<file path="src/rtl/rx_lane_arb.sv">
// rx_lane_arb: round-robin merge of per-lane 8b/10b decoder bytes into a single downstream queue,
// dropping error bytes (counted) and idle K28.5 fillers.
module rx_lane_arb #(
   parameter int NLANES = 4,
   parameter int NBITS  = 8,
   parameter int DEPTH  = 8
) (
   input  logic                         CLK,
   input  logic                         nRST,
   input  logic [NLANES-1:0]            lane_valid,
   input  logic [NLANES-1:0][NBITS-1:0] lane_data,
   input  logic [NLANES-1:0]            lane_kchar,
   input  logic [NLANES-1:0]            lane_err,
   output logic [NLANES-1:0]            lane_ready,
   input  logic                         deq_req,
   input  logic                         flush,
   output logic                         que_en,
   output logic [NBITS-1:0]             que_in,
   output logic                         que_dec,
   output logic                         que_clear,
   output logic [3:0]                   count_in,
   output logic [7:0]                   err_count
);
   localparam int            PW      = (NLANES > 1) ? $clog2(NLANES) : 1;
   localparam logic [PW-1:0] LAST    = PW'(NLANES - 1);
   localparam logic [3:0]    DEPTH_C = 4'(DEPTH);
   localparam logic [NBITS-1:0] K285 = NBITS'(8'hBC);

   logic [NLANES-1:0]            hold_vld_q, hold_vld_d;
   logic [NLANES-1:0][NBITS-1:0] hold_data_q, hold_data_d;
   logic [PW-1:0]                rr_q, rr_d;
   logic [3:0]                   occ_q, occ_d;
   logic                         que_en_q, que_en_d;
   logic [NBITS-1:0]             que_in_q, que_in_d;
   logic                         que_clear_q, que_clear_d;
   logic [7:0]                   err_q, err_d;

   logic                         space;
   logic                         any_grant;
   logic [PW-1:0]                gidx;
   logic [PW-1:0]                idx;
   logic [NLANES-1:0]            grant;
   logic [NLANES-1:0]            take;
   logic [NLANES-1:0]            keep;
   logic [8:0]                   err_sum;

   // A full queue still accepts a byte when a pop frees a slot in the same cycle.
   assign que_dec = deq_req && (occ_q != 4'd0) && !flush;
   assign space   = (occ_q < DEPTH_C) || ((occ_q == DEPTH_C) && que_dec);

   always_comb begin
      grant     = '0;
      gidx      = rr_q;
      idx       = '0;
      any_grant = 1'b0;
      for (int k = 1; k <= NLANES; k++) begin
         idx = PW'((int'(rr_q) + k) % NLANES);
         if (!any_grant && !flush && space && hold_vld_q[idx]) begin
            any_grant = 1'b1;
            gidx      = idx;
         end
      end
      if (any_grant) grant[gidx] = 1'b1;
   end

   assign lane_ready = !nRST ? '1 : (flush ? '0 : (~hold_vld_q | grant));
   assign take       = lane_valid & lane_ready;

   always_comb begin
      keep        = '0;
      hold_data_d = hold_data_q;
      err_sum     = {1'b0, err_q};
      for (int i = 0; i < NLANES; i++) begin
         keep[i] = take[i] && !lane_err[i] && !(lane_kchar[i] && (lane_data[i] == K285));
         if (keep[i]) hold_data_d[i] = lane_data[i];
         err_sum = err_sum + 9'(take[i] & lane_err[i]);
      end
      hold_vld_d  = flush ? '0 : ((hold_vld_q & ~grant) | keep);
      err_d       = (err_sum > 9'd255) ? 8'hFF : err_sum[7:0];
      occ_d       = flush ? 4'd0 : (occ_q + 4'(any_grant) - 4'(que_dec));
      rr_d        = flush ? LAST : (any_grant ? gidx : rr_q);
      que_en_d    = any_grant;
      que_in_d    = any_grant ? hold_data_q[gidx] : que_in_q;
      que_clear_d = flush;
   end

   always_ff @(posedge CLK or negedge nRST) begin
      if (!nRST) begin
         hold_vld_q  <= '0;
         hold_data_q <= '0;
         rr_q        <= LAST;
         occ_q       <= 4'd0;
         que_en_q    <= 1'b0;
         que_in_q    <= '0;
         que_clear_q <= 1'b0;
         err_q       <= 8'd0;
      end else begin
         hold_vld_q  <= hold_vld_d;
         hold_data_q <= hold_data_d;
         rr_q        <= rr_d;
         occ_q       <= occ_d;
         que_en_q    <= que_en_d;
         que_in_q    <= que_in_d;
         que_clear_q <= que_clear_d;
         err_q       <= err_d;
      end
   end

   assign que_en    = que_en_q;
   assign que_in    = que_in_q;
   assign que_clear = que_clear_q;
   assign count_in  = occ_q;
   assign err_count = err_q;
endmodule
</file>
<file path="config.mk">
export PLATFORM = sky130hd
export DESIGN_NAME = rx_lane_arb
export DESIGN_NICKNAME = d
export VERILOG_FILES = /design/src/rtl/rx_lane_arb.sv
export SDC_FILE = /design/constraint.sdc
export NUM_CORES = 1
export LEC_CHECK = 0
export ABC_AREA = 1
export CAP_MARGIN = 0
export CORE_MARGIN = 8
export CORE_UTILIZATION = 46
export DETAILED_ROUTE_END_ITERATION = 7
export HOLD_SLACK_MARGIN = 0.12
export PLACE_DENSITY = 0.77
export SETUP_SLACK_MARGIN = 0.1
export SLEW_MARGIN = 20
export SYNTH_ARGS = -nofsm -noshare
export SYNTH_HDL_FRONTEND = slang
export SYNTH_SLANG_ARGS = --single-unit
</file>
<file path="constraint.sdc">
create_clock -name CLK -period 4.1 [get_ports CLK]
set_input_delay 1.025 -clock CLK [delete_from_list [all_inputs] [get_ports CLK]]
set_output_delay 1.025 -clock CLK [all_outputs]
set_load 0.02 [all_outputs]
</file>
==> results.sh, run 1 <==
export IMPL_run_status="finished, final reports clean"
export IMPL_ant_nets=0
export IMPL_timing_final_max_slew_violations=0
export IMPL_static_leakage_power_nw=2.30
export IMPL_grt_total_usage_pct=18.3
export IMPL_power_density_nw_per_um2=641
export IMPL_layout_drive_gt1_share_pct=18.2
export IMPL_cts_sinks=60
export IMPL_chipWidth_um=102
export IMPL_netlist_top_cells_area="sky130_fd_sc_hd__dfrtp_1 (42%), sky130_fd_sc_hd__nand2_1 (20%), sky130_fd_sc_hd__nand4_1 (8.4%), sky130_fd_sc_hd__inv_1 (3.1%), sky130_fd_sc_hd__ha_1 (2.6%)"
export IMPL_asyncSetResetFlopFracSynth_pct=100
export IMPL_first_pass_iters=4
export IMPL_netlist_area_um2=3420
export IMPL_clock_fmax_mhz=250
export IMPL_min_delay_start="hold_data_q[12]$_DFFE_PN0P_"
export IMPL_io_buffers=74
export IMPL_initial_core_util_pct=47.5
export IMPL_hold_buffers=0
export IMPL_dpl_cell_area_um2=4350
export IMPL_dominantRegCellSynth="sky130_fd_sc_hd__dfrtp_1"
export IMPL_r2r_end="err_count[6]$_DFF_PN0_"
export IMPL_synth_edf_count=0
export IMPL_whs_endpoint="hold_data_q[12]$_DFFE_PN0P_"
export IMPL_ioPinCount=75
export IMPL_grt_overflow=0
export IMPL_groute_layer_met3_usage_pct=4.56
export IMPL_route_final_wire_length_um=9040
export IMPL_worst_pin_slew_ns=0.520
export IMPL_timing_final_ws_setup_ns=0.0946
export IMPL_synthDominantAreaCellType="sky130_fd_sc_hd__dfrtp_1"
export IMPL_syn_area_per_cell_um2=8.00
export IMPL_detail_route_wl_per_cell_um=14.3
export IMPL_vdd_ir_drop_worst_mv=0.358
export IMPL_core_area_um2=7210
export IMPL_grt_antenna_before_repair=0
export IMPL_seq_area_frac_synth_pct=43.9
export IMPL_root_buffer="sky130_fd_sc_hd__clkbuf_8"
export IMPL_met2_usage_pct=31.5
export IMPL_floorplan_rows=31
export IMPL_final_hold_violation_count=0
export IMPL_yosys_cell_types=32
export IMPL_tritoncts="yes"
export IMPL_max_cap_violations=0
export IMPL_syn_num_nets=487
export IMPL_timing_max_slew_rel_slack_pct=65.2
export IMPL_first_pass_grt_wire_length_um=15100
export IMPL_whs_path_depth=2
export IMPL_critical_path_startpoint_type="input pin"
export IMPL_clock_latency_ns=0.33
export IMPL_die_area_um2=10500
export IMPL_worstRegToRegCells=25
export IMPL_fin_util_pct=64.4
export IMPL_place_detailed_hpwl_um=7320
export IMPL_critical_path_type="in -> reg"
export IMPL_first_global_vias=3369
export IMPL_fill_cells=622
export IMPL_final_period_minus_worst_setup_slack_ns=4.01
export IMPL_critPathLaunch="deq_req"
export IMPL_rsz0062_at_grt="true"
export IMPL_clk_pin_slew_ns=0.06
export IMPL_grt_util_met1_pct=21.7
export IMPL_setup_viol_count_final=0
export IMPL_dp_worst_setup_slack_ns=-0.727
export IMPL_worst_setup_path_end_kind="register"
export IMPL_clock_path_buffers=2
export IMPL_detailed_route_via_count=3249
export IMPL_drt_vias_per_instance=5.13
export IMPL_number_of_flip_flops_and_latches_in_the_synthesized_netlist=60
export IMPL_timing_critical_path_fanout_max=8
export IMPL_first_iter_violations=170
export IMPL_cp_data_required_time_ns=4.30
export IMPL_drc=0
export IMPL_post_synthesis_instance_total=428
export IMPL_insertedDiodeCount=0
export IMPL_critical_path_reg2reg_startpoint="rr_q[1]$_DFFE_PN1P_"
export IMPL_grt_start_max_net_pins=24
export IMPL_finalPower_mw=2.98
export IMPL_yosysWarnings=0
export IMPL_num_nets_final=590
export IMPL_finalCritPeriodShare_pct=97.7
export IMPL_routability_cong=0.864
export IMPL_hold_path_class="reg -> reg"
export IMPL_design_area_um2=4650
export IMPL_p_r_area_growth_vs_syn_pct=35.8
export IMPL_reg2reg_setup_slack_ns=0.17
export IMPL_die_span_in_y_um=102
export IMPL_finalClockSkew_ns=0.00641
export IMPL_globalRoute_busiestLayer="met2"
export IMPL_maximum_level_of_the_cts_h_tree=3
export IMPL_synth_top_area_share_pct=42.4
export IMPL_cp_data_arrival_time_ns=4.21
export IMPL_cts_buffers_inserted=9
[worst max path at each step]
stage | to | slack, ns | depth (start not counted)
after floorplan | err_count[2]$_DFF_PN0_ | -0.18 | 26
after global placement | err_count[4]$_DFF_PN0_ | -0.55 | 24
after detailed placement | err_count[6]$_DFF_PN0_ | -0.73 | 24
after CTS | err_count[6]$_DFF_PN0_ | 0.11 | 25
after global routing | err_count[6]$_DFF_PN0_ | -0.12 | 26
final | err_count[6]$_DFF_PN0_ | 0.09 | 26
[registers in the layout (all words and copies together), names as in the netlist]
register,cells
que_in,8
hold_vld_q,4
count_in,4
que_en,1
hold_data_q,32
que_clear,1
err_count,8
rr_q,2
[worst max-delay path: stages]
cell	delay, ns
sky130_fd_sc_hd__buf_6	0.07
sky130_fd_sc_hd__inv_4	0.03
sky130_fd_sc_hd__nor2_4	0.09
sky130_fd_sc_hd__nand4_1	0.13
sky130_fd_sc_hd__nand2_2	0.12
sky130_fd_sc_hd__nand4_1	0.12
sky130_fd_sc_hd__nand2_1	0.12
sky130_fd_sc_hd__inv_2	0.05
sky130_fd_sc_hd__nand2_2	0.07
sky130_fd_sc_hd__nand2_4	0.07
sky130_fd_sc_hd__nand2_4	0.06
sky130_fd_sc_hd__nand3_2	0.06
sky130_fd_sc_hd__nand2_2	0.07
sky130_fd_sc_hd__nand2_2	0.06
sky130_fd_sc_hd__nand2_2	0.08
sky130_fd_sc_hd__nand3_2	0.07
sky130_fd_sc_hd__fa_1	0.56
sky130_fd_sc_hd__inv_2	0.04
sky130_fd_sc_hd__fa_2	0.36
sky130_fd_sc_hd__fa_2	0.38
sky130_fd_sc_hd__nand2_2	0.07
sky130_fd_sc_hd__inv_2	0.05
sky130_fd_sc_hd__nand2_4	0.06
sky130_fd_sc_hd__nor2_4	0.03
sky130_fd_sc_hd__nand4_1	0.22
sky130_fd_sc_hd__o21ai_1	0.12
[cell usage after synthesis (2+ instances only)]
cell type and n:
sky130_fd_sc_hd__buf_4 2, sky130_fd_sc_hd__dfrtp_1 58, sky130_fd_sc_hd__nor2_1 12, sky130_fd_sc_hd__nor2_2 5, sky130_fd_sc_hd__a21oi_1 9, sky130_fd_sc_hd__buf_6 7
sky130_fd_sc_hd__o22a_1 3, sky130_fd_sc_hd__nor3_1 3, sky130_fd_sc_hd__nand2_2 13, sky130_fd_sc_hd__fa_1 4, sky130_fd_sc_hd__a41o_1 2, sky130_fd_sc_hd__clkinv_1 4
sky130_fd_sc_hd__inv_1 28, sky130_fd_sc_hd__nand2_1 182, sky130_fd_sc_hd__xnor2_1 3, sky130_fd_sc_hd__o21ai_1 2, sky130_fd_sc_hd__nand3_1 13, sky130_fd_sc_hd__nand3_4 4
sky130_fd_sc_hd__o41ai_1 2, sky130_fd_sc_hd__o21ai_0 4, sky130_fd_sc_hd__dfstp_2 2, sky130_fd_sc_hd__nand4_1 46, sky130_fd_sc_hd__clkbuf_8 2, sky130_fd_sc_hd__ha_1 7
sky130_fd_sc_hd__inv_2 4
[timing repair]
action                     4_1_cts  5_1_grt
setup endpoints to repair       12       10
resized for setup               27        6
pin swaps                       14       11
buffers inserted                 7        2
cloned                           0        0
[cell type report]
cell class / instances / area (µm²) / area share [%]
Multi-Input combinational cell: 319 / 1730 / 37.2
Clock buffer: 12 / 165 / 3.55
Sequential cell: 60 / 1500 / 32.4
Timing Repair Buffer: 105 / 978 / 21.0
Inverter: 36 / 138 / 2.96
Tap cell: 99 / 124 / 2.66
Clock inverter: 2 / 10.0 / 0.215
[metal layers]
layer,routed length (µm),up-vias
li1,-,1616
met1,3950,1546
met2,4520,75
met3,424,12
met4,143,0
met5,0,-
[cells by family (layout without fill, tap and decap cells)]
family          count (synthesis)  in the layout  synth area share (%)
fa+ha+maj                      11             11                  4.90
xor+xnor                        4              4                  1.02
buf+inv                        49            155                  7.75
compound gates                 25             25                  4.75
flops                          60             60                  43.9
simple gates                  279            279                  37.6
[power by group]
part           leakage, nW  switching (mW)  internal (mW)
logic                 1.46           0.927          0.673
registers            0.742           0.140          0.763
clock network       0.0941           0.215          0.260
[cells in the final DEF, fill, tap and decap left out, types with 4 or more instances in the layout]
cell | Yosys | layout
sky130_fd_sc_hd__buf_4 | 2 | 29
sky130_fd_sc_hd__inv_2 | 4 | 6
sky130_fd_sc_hd__nand3_2 | 1 | 4
sky130_fd_sc_hd__nand2_1 | 182 | 175
sky130_fd_sc_hd__nor2_2 | 5 | 5
sky130_fd_sc_hd__nand3_1 | 13 | 10
sky130_fd_sc_hd__o21ai_1 | 2 | 5
sky130_fd_sc_hd__nand2_2 | 13 | 17
sky130_fd_sc_hd__ha_1 | 7 | 7
sky130_fd_sc_hd__a21oi_1 | 9 | 7
sky130_fd_sc_hd__dfrtp_1 | 58 | 58
sky130_fd_sc_hd__clkinv_1 | 4 | 4
sky130_fd_sc_hd__nand3_4 | 4 | 4
sky130_fd_sc_hd__clkdlybuf4s50_1 | 0 | 67
sky130_fd_sc_hd__nand4_1 | 46 | 46
sky130_fd_sc_hd__nor2_1 | 12 | 10
sky130_fd_sc_hd__clkbuf_8 | 2 | 12
sky130_fd_sc_hd__inv_1 | 28 | 25
[stage by stage]
stage                     hold WS (ns)  setup TNS, ns  instances
final                            0.474              0        633
after global routing             0.491         -0.662        633
after CTS                        0.474              0        631
after detailed placement         0.459          -7.21        610
after global placement           0.459          -5.63        610
after floorplan                  0.442          -1.35        428
No activity file was read; power rests on OpenSTA's default activity.
==> run 2, diff against run 1 <==
- REMOVE_ABC_BUFFERS: default -> 1
==> results.sh, run 2 (synthesized netlist as in run 1, its figures left out) <==
export IMPL_die_area_um2=10500
export IMPL_grt_util_met1_pct=22.2
export IMPL_layout_cells_most_common="sky130_fd_sc_hd__nand2_1"
export IMPL_run_status="finished, final reports clean"
export IMPL_numPlacedInstances=609
export IMPL_critical_path_startpoint_type="input pin"
export IMPL_detail_route_wl_per_cell_um=15.2
export IMPL_rsz0062_at_grt="true"
export IMPL_worstRegToRegCells=25
export IMPL_first_iter_violations=151
export IMPL_route_final_wire_length_um=9810
export IMPL_ioPinCount=75
export IMPL_first_pass_grt_wire_length_um=16000
export IMPL_min_delay_start="hold_data_q[15]$_DFFE_PN0P_"
export IMPL_clock_latency_ns=0.34
export IMPL_drt_vias_per_instance=5.23
export IMPL_globalRoute_busiestLayer="met2"
export IMPL_final_cell_mix="sky130_fd_sc_hd__nand2_1 (168), sky130_fd_sc_hd__clkdlybuf4s50_1 (67), sky130_fd_sc_hd__dfrtp_1 (58), sky130_fd_sc_hd__nand4_1 (46), sky130_fd_sc_hd__buf_4 (37)"
export IMPL_critical_path_reg2reg_startpoint="rr_q[0]$_DFFE_PN1P_"
export IMPL_grt_total_usage_pct=19.5
export IMPL_timing_final_max_slew_violations=0
export IMPL_power_density_nw_per_um2=673
export IMPL_finalClockSkew_ns=0.0105
export IMPL_final_hold_violation_count=0
export IMPL_ant_nets=0
export IMPL_r2r_end="err_count[2]$_DFF_PN0_"
export IMPL_dpl_cell_area_um2=4310
export IMPL_largest_reg_flops=32
export IMPL_clk_pin_slew_ns=0.07
export IMPL_initial_core_util_pct=47.5
export IMPL_grt_antenna_before_repair=0
export IMPL_dp_worst_setup_slack_ns=-0.850
export IMPL_max_cap_violations=0
export IMPL_cp_data_required_time_ns=4.33
export IMPL_instances_no_fill=645
export IMPL_tritoncts="yes"
export IMPL_whs_endpoint="hold_data_q[15]$_DFFE_PN0P_"
export IMPL_routability_cong=0.905
export IMPL_setup_viol_count_final=0
export IMPL_critical_path_type="in -> reg"
export IMPL_root_buffer="sky130_fd_sc_hd__clkbuf_8"
export IMPL_design_area_um2=4810
export IMPL_drc=0
export IMPL_die_span_in_y_um=102
export IMPL_clock_path_buffers=2
export IMPL_timing_setup_tns_ns=0
export IMPL_reg2reg_setup_slack_ns=0.01
export IMPL_largest_register="hold_data_q"
export IMPL_first_global_vias=3490
export IMPL_timing_max_slew_rel_slack_pct=65.2
export IMPL_groute_layer_met3_usage_pct=4.70
export IMPL_maximum_level_of_the_cts_h_tree=3
export IMPL_p_r_area_growth_vs_syn_pct=40.4
export IMPL_met2_usage_pct=33.8
export IMPL_detailed_route_via_count=3374
export IMPL_insertedDiodeCount=0
export IMPL_timing_critical_path_fanout_max=4
export IMPL_worst_setup_path_end_kind="register"
export IMPL_cts_sinks=60
export IMPL_clock_fmax_mhz=244
export IMPL_hold_buffers=0
export IMPL_place_detailed_hpwl_um=7340
export IMPL_layout_drive_gt1_share_pct=22.0
export IMPL_floorplan_rows=31
export IMPL_fin_util_pct=66.6
export IMPL_hold_path_class="reg -> reg"
export IMPL_grt_start_max_net_pins=35
export IMPL_timing_final_ws_setup_ns=0.00176
export IMPL_finalCritPeriodShare_pct=100
export IMPL_worst_pin_slew_ns=0.521
export IMPL_core_area_um2=7210
export IMPL_chipWidth_um=102
export IMPL_vdd_ir_drop_worst_mv=0.307
export IMPL_critPathLaunch="deq_req"
export IMPL_first_pass_iters=4
export IMPL_final_period_minus_worst_setup_slack_ns=4.10
export IMPL_whs_path_depth=2
export IMPL_num_nets_final=601
export IMPL_static_leakage_power_nw=2.36
export IMPL_cp_data_arrival_time_ns=4.33
export IMPL_cts_buffers_inserted=9
export IMPL_io_buffers=74
export IMPL_grt_overflow=0
## run 2: cell count changes in the layout (fill, tap and decap cells not counted), sizes merged
cell,delta
buf,+11
bufinv,+2
dlygate4sd2,-2
clkdlybuf4s15,+1
clkinv,-1
clkinvlp,+1
## run 2: where the power goes
group / switching, mW / total, mW / internal [mW]
logic: 0.957 / 1.71 / 0.758
clock network: 0.228 / 0.598 / 0.371
registers: 0.157 / 0.921 / 0.764
total: 1.34 / 3.23 / 1.89
## run 2: worst max path at each step
| stage | end | depth (start not counted) |
|---|---|---|
| after detailed placement | err_count[4]$_DFF_PN0_ | 26 |
| after floorplan | err_count[2]$_DFF_PN0_ | 25 |
| after CTS | err_count[4]$_DFF_PN0_ | 27 |
| after global placement | err_count[6]$_DFF_PN0_ | 26 |
| after global routing | err_count[5]$_DFF_PN0_ | 25 |
| final | err_count[2]$_DFF_PN0_ | 27 |
## run 2: worst max-delay path, cell delays in order
cell and delay, ns:
sky130_fd_sc_hd__buf_6 0.09, sky130_fd_sc_hd__inv_2 0.05, sky130_fd_sc_hd__nor2_4 0.03, sky130_fd_sc_hd__nand4_1 0.11, sky130_fd_sc_hd__nand2_2 0.11, sky130_fd_sc_hd__nand4_1 0.11
sky130_fd_sc_hd__nand2_1 0.09, sky130_fd_sc_hd__inv_2 0.07, sky130_fd_sc_hd__nand2_2 0.05, sky130_fd_sc_hd__nand2_2 0.08, sky130_fd_sc_hd__buf_6 0.10, sky130_fd_sc_hd__nand4_1 0.12
sky130_fd_sc_hd__nand2_2 0.11, sky130_fd_sc_hd__nand2_2 0.06, sky130_fd_sc_hd__nand2_2 0.08, sky130_fd_sc_hd__nand3_2 0.09, sky130_fd_sc_hd__fa_1 0.52, sky130_fd_sc_hd__inv_2 0.05
sky130_fd_sc_hd__fa_2 0.41, sky130_fd_sc_hd__fa_2 0.37, sky130_fd_sc_hd__nand2_2 0.08, sky130_fd_sc_hd__inv_2 0.04, sky130_fd_sc_hd__nand2_2 0.08, sky130_fd_sc_hd__nor2_4 0.05
sky130_fd_sc_hd__nand4_1 0.15, sky130_fd_sc_hd__buf_4 0.15, sky130_fd_sc_hd__o21ai_1 0.06
## run 2: timing repair
| item | CTS | global route |
|---|---|---|
| pin swaps | 20 | 21 |
| resized for setup | 36 | 23 |
| setup buffers | 12 | 9 |
| setup endpoints to repair | 12 | 12 |
| cloned | 0 | 0 |
## run 2: final cells by class
class | instances | area (µm²)
flip-flops and latches | 60 | 1500
inverters | 36 | 138
fillers | 599 | 2410
clock buffers | 11 | 151
multi-input cells | 319 | 1750
repair buffers | 116 | 1060
clock inverters | 4 | 72.6
well taps | 99 | 124
## run 2: through the flow
| step | hold slack (ns) | total power [mW] |
|---|---|---|
| after floorplan | 0.442 | 1.80 |
| after CTS | 0.477 | 3.14 |
| final | 0.477 | 3.23 |
| after global routing | 0.511 | 3.48 |
| after global placement | 0.460 | 2.36 |
| after detailed placement | 0.460 | 2.41 |
## run 2: routing by layer
layer  up-vias  wire length (µm)
met5         -                 0
met4         0               348
met3        37               517
met2       102              5030
met1      1593              3920
li1       1642                 -
==> run 3, diff against run 2 <==
- CORE_UTILIZATION: 46 -> 45
- PLACE_DENSITY: 0.77 -> 0.75
- SKIP_CTS_REPAIR_TIMING: default -> 1
- TNS_END_PERCENT: default -> 20
==> results.sh, run 3 (synthesized netlist as in run 1, its figures left out) <==
export IMPL_power_density_nw_per_um2=643
export IMPL_die_span_in_y_um=103
export IMPL_max_cap_violations=0
export IMPL_clock_fmax_mhz=244
export IMPL_first_iter_violations=222
export IMPL_final_period_minus_worst_setup_slack_ns=4.10
export IMPL_hold_path_class="reg -> reg"
export IMPL_largest_register="hold_data_q"
export IMPL_first_pass_iters=5
export IMPL_final_cell_mix="sky130_fd_sc_hd__nand2_1 (172), sky130_fd_sc_hd__clkdlybuf4s50_1 (67), sky130_fd_sc_hd__dfrtp_1 (58), sky130_fd_sc_hd__nand4_1 (46), sky130_fd_sc_hd__buf_4 (27)"
export IMPL_largest_reg_flops=32
export IMPL_routability_cong=0.902
export IMPL_floorplan_rows=32
export IMPL_timing_critical_path_fanout_max=5
export IMPL_instances_no_fill=636
export IMPL_cts_buffers_inserted=9
export IMPL_finalHoldWorstSlack_ns=0.474
export IMPL_critPathSlowestCell="sky130_fd_sc_hd__fa_1"
export IMPL_timing_max_slew_rel_slack_pct=63.4
export IMPL_maximum_level_of_the_cts_h_tree=3
export IMPL_core_area_um2=7570
export IMPL_fill_cells=665
export IMPL_clock_latency_ns=0.34
export IMPL_timing_final_max_slew_violations=0
export IMPL_violations_in_the_final_reports="negative setup slack"
export IMPL_finalPower_mw=2.99
export IMPL_clock_path_buffers=2
export IMPL_io_buffers=74
export IMPL_path_cells="clkbuf_2, inv_2, nor2_4, nand4_1, a21oi_2, nand4_1, nand3_2, nand4_1, nand2_1, nand2_1, nand2_2, nand3_2, fa_1, inv_1, fa_2, fa_2, nand2_2, inv_2, nand2_2, nor2_4, nand4_1, buf_4, nand2_2"
export IMPL_initial_core_util_pct=45.2
export IMPL_cp_data_required_time_ns=4.33
export IMPL_run_status="finished, violations left"
export IMPL_reg2reg_setup_slack_ns=0.08
export IMPL_static_leakage_power_nw=2.29
export IMPL_final_hold_violation_count=0
export IMPL_route_final_wire_length_um=9320
export IMPL_drt_vias_per_instance=5.18
export IMPL_place_detailed_hpwl_um=7120
export IMPL_grt_antenna_before_repair=0
export IMPL_tritoncts="yes"
export IMPL_cp_data_arrival_time_ns=4.33
export IMPL_die_area_um2=10700
export IMPL_cts_sinks=60
export IMPL_root_buffer="sky130_fd_sc_hd__clkbuf_8"
export IMPL_clk_pin_slew_ns=0.07
export IMPL_p_r_area_growth_vs_syn_pct=35.9
export IMPL_numPlacedInstances=611
export IMPL_design_area_um2=4650
export IMPL_detail_route_wl_per_cell_um=14.7
export IMPL_insertedDiodeCount=0
export IMPL_detailed_route_via_count=3293
export IMPL_rsz0062_at_grt="true"
export IMPL_first_global_vias=3246
export IMPL_chipWidth_um=103
export IMPL_grt_overflow=0
export IMPL_worst_pin_slew_ns=0.547
export IMPL_ant_nets=0
export IMPL_num_nets_final=588
export IMPL_drc=0
export IMPL_vdd_ir_drop_worst_mv=0.313
export IMPL_worst_setup_path_end_kind="register"
export IMPL_setup_viol_count_final=1
export IMPL_layout_cells_most_common="sky130_fd_sc_hd__nand2_1"
export IMPL_grt_start_max_net_pins=37
export IMPL_layout_drive_gt1_share_pct=18.7
export IMPL_finalCritPeriodShare_pct=100
export IMPL_critical_path_max_stage_delay_ns=0.50
export IMPL_finalClockSkew_ns=0.00747
export IMPL_first_pass_grt_wire_length_um=14900
export IMPL_critical_path_type="in -> reg"
export IMPL_grt_total_usage_pct=18.0
export IMPL_dpl_cell_area_um2=4310
export IMPL_timing_final_ws_setup_ns=-0.00286
export IMPL_critical_path_startpoint_type="input pin"
export IMPL_timing_setup_tns_ns=-0.00286
export IMPL_ioPinCount=75
==> run 3: path summary, 6_finish.rpt <==
kind                                                  start                          end  cells past startpoint
worst max-delay path                                deq_req       err_count[7]$_DFF_PN0_                     23
worst min-delay path            hold_data_q[30]$_DFFE_PN0P_  hold_data_q[30]$_DFFE_PN0P_                      2
worst max register to register          rr_q[0]$_DFFE_PN1P_       err_count[7]$_DFF_PN0_                     24
worst min register to register  hold_data_q[30]$_DFFE_PN0P_  hold_data_q[30]$_DFFE_PN0P_                      2
max in group asynchronous                              nRST        que_in[7]$_DFFE_PN0P_                      2
min in group asynchronous                              nRST  hold_data_q[22]$_DFFE_PN0P_                      1
==> run 3: critical path, delay by kind of cell <==
kind / cells / cell delay [ns]
buffers and inverters: 5 / 0.39
AO/OA/AOI/OAI: 1 / 0.20
adder cells (fa/ha/maj): 3 / 1.24
AND/OR/NAND/NOR: 14 / 1.46
==> run 3: where the power goes <==
part / switching, mW / internal [mW] / leakage (nW) / total, mW
logic: 0.919 / 0.669 / 1.45 / 1.59
registers: 0.147 / 0.764 / 0.742 / 0.911
clock network: 0.229 / 0.265 / 0.0982 / 0.494
total: 1.30 / 1.70 / 2.29 / 2.99
==> run 3: cell type report <==
type / count / area (µm²) / area share, %
Inverter: 36 / 135 / 2.90
Clock inverter: 4 / 22.5 / 0.484
Clock buffer: 12 / 165 / 3.55
Multi-Input combinational cell: 319 / 1740 / 37.3
Timing Repair Buffer: 103 / 961 / 20.7
Tap cell: 102 / 128 / 2.74
Sequential cell: 60 / 1500 / 32.3
==> run 3: per-layer routing <==
| layer | share of wire (%) | GRT usage [%] | wire length [µm] | up-vias |
|---|---|---|---|---|
| met5 | 0 | 0 | 0 | - |
| met4 | 2.5 | 8.57 | 232 | 0 |
| met3 | 5.1 | 3.68 | 471 | 24 |
| met2 | 50 | 29.9 | 4660 | 84 |
| met1 | 42 | 21.9 | 3960 | 1575 |
| li1 | - | - | - | 1610 |
==> run 3: metrics by stage <==
stage	util, %	setup WS (ns)
2_1_floorplan	-	-0.338
3_3_place_gp	56.9	-0.676
3_5_place_dp	56.9	-0.800
4_1_cts	59.4	-0.460
5_1_grt	61.5	-0.281
6_report	61.5	-0.00286
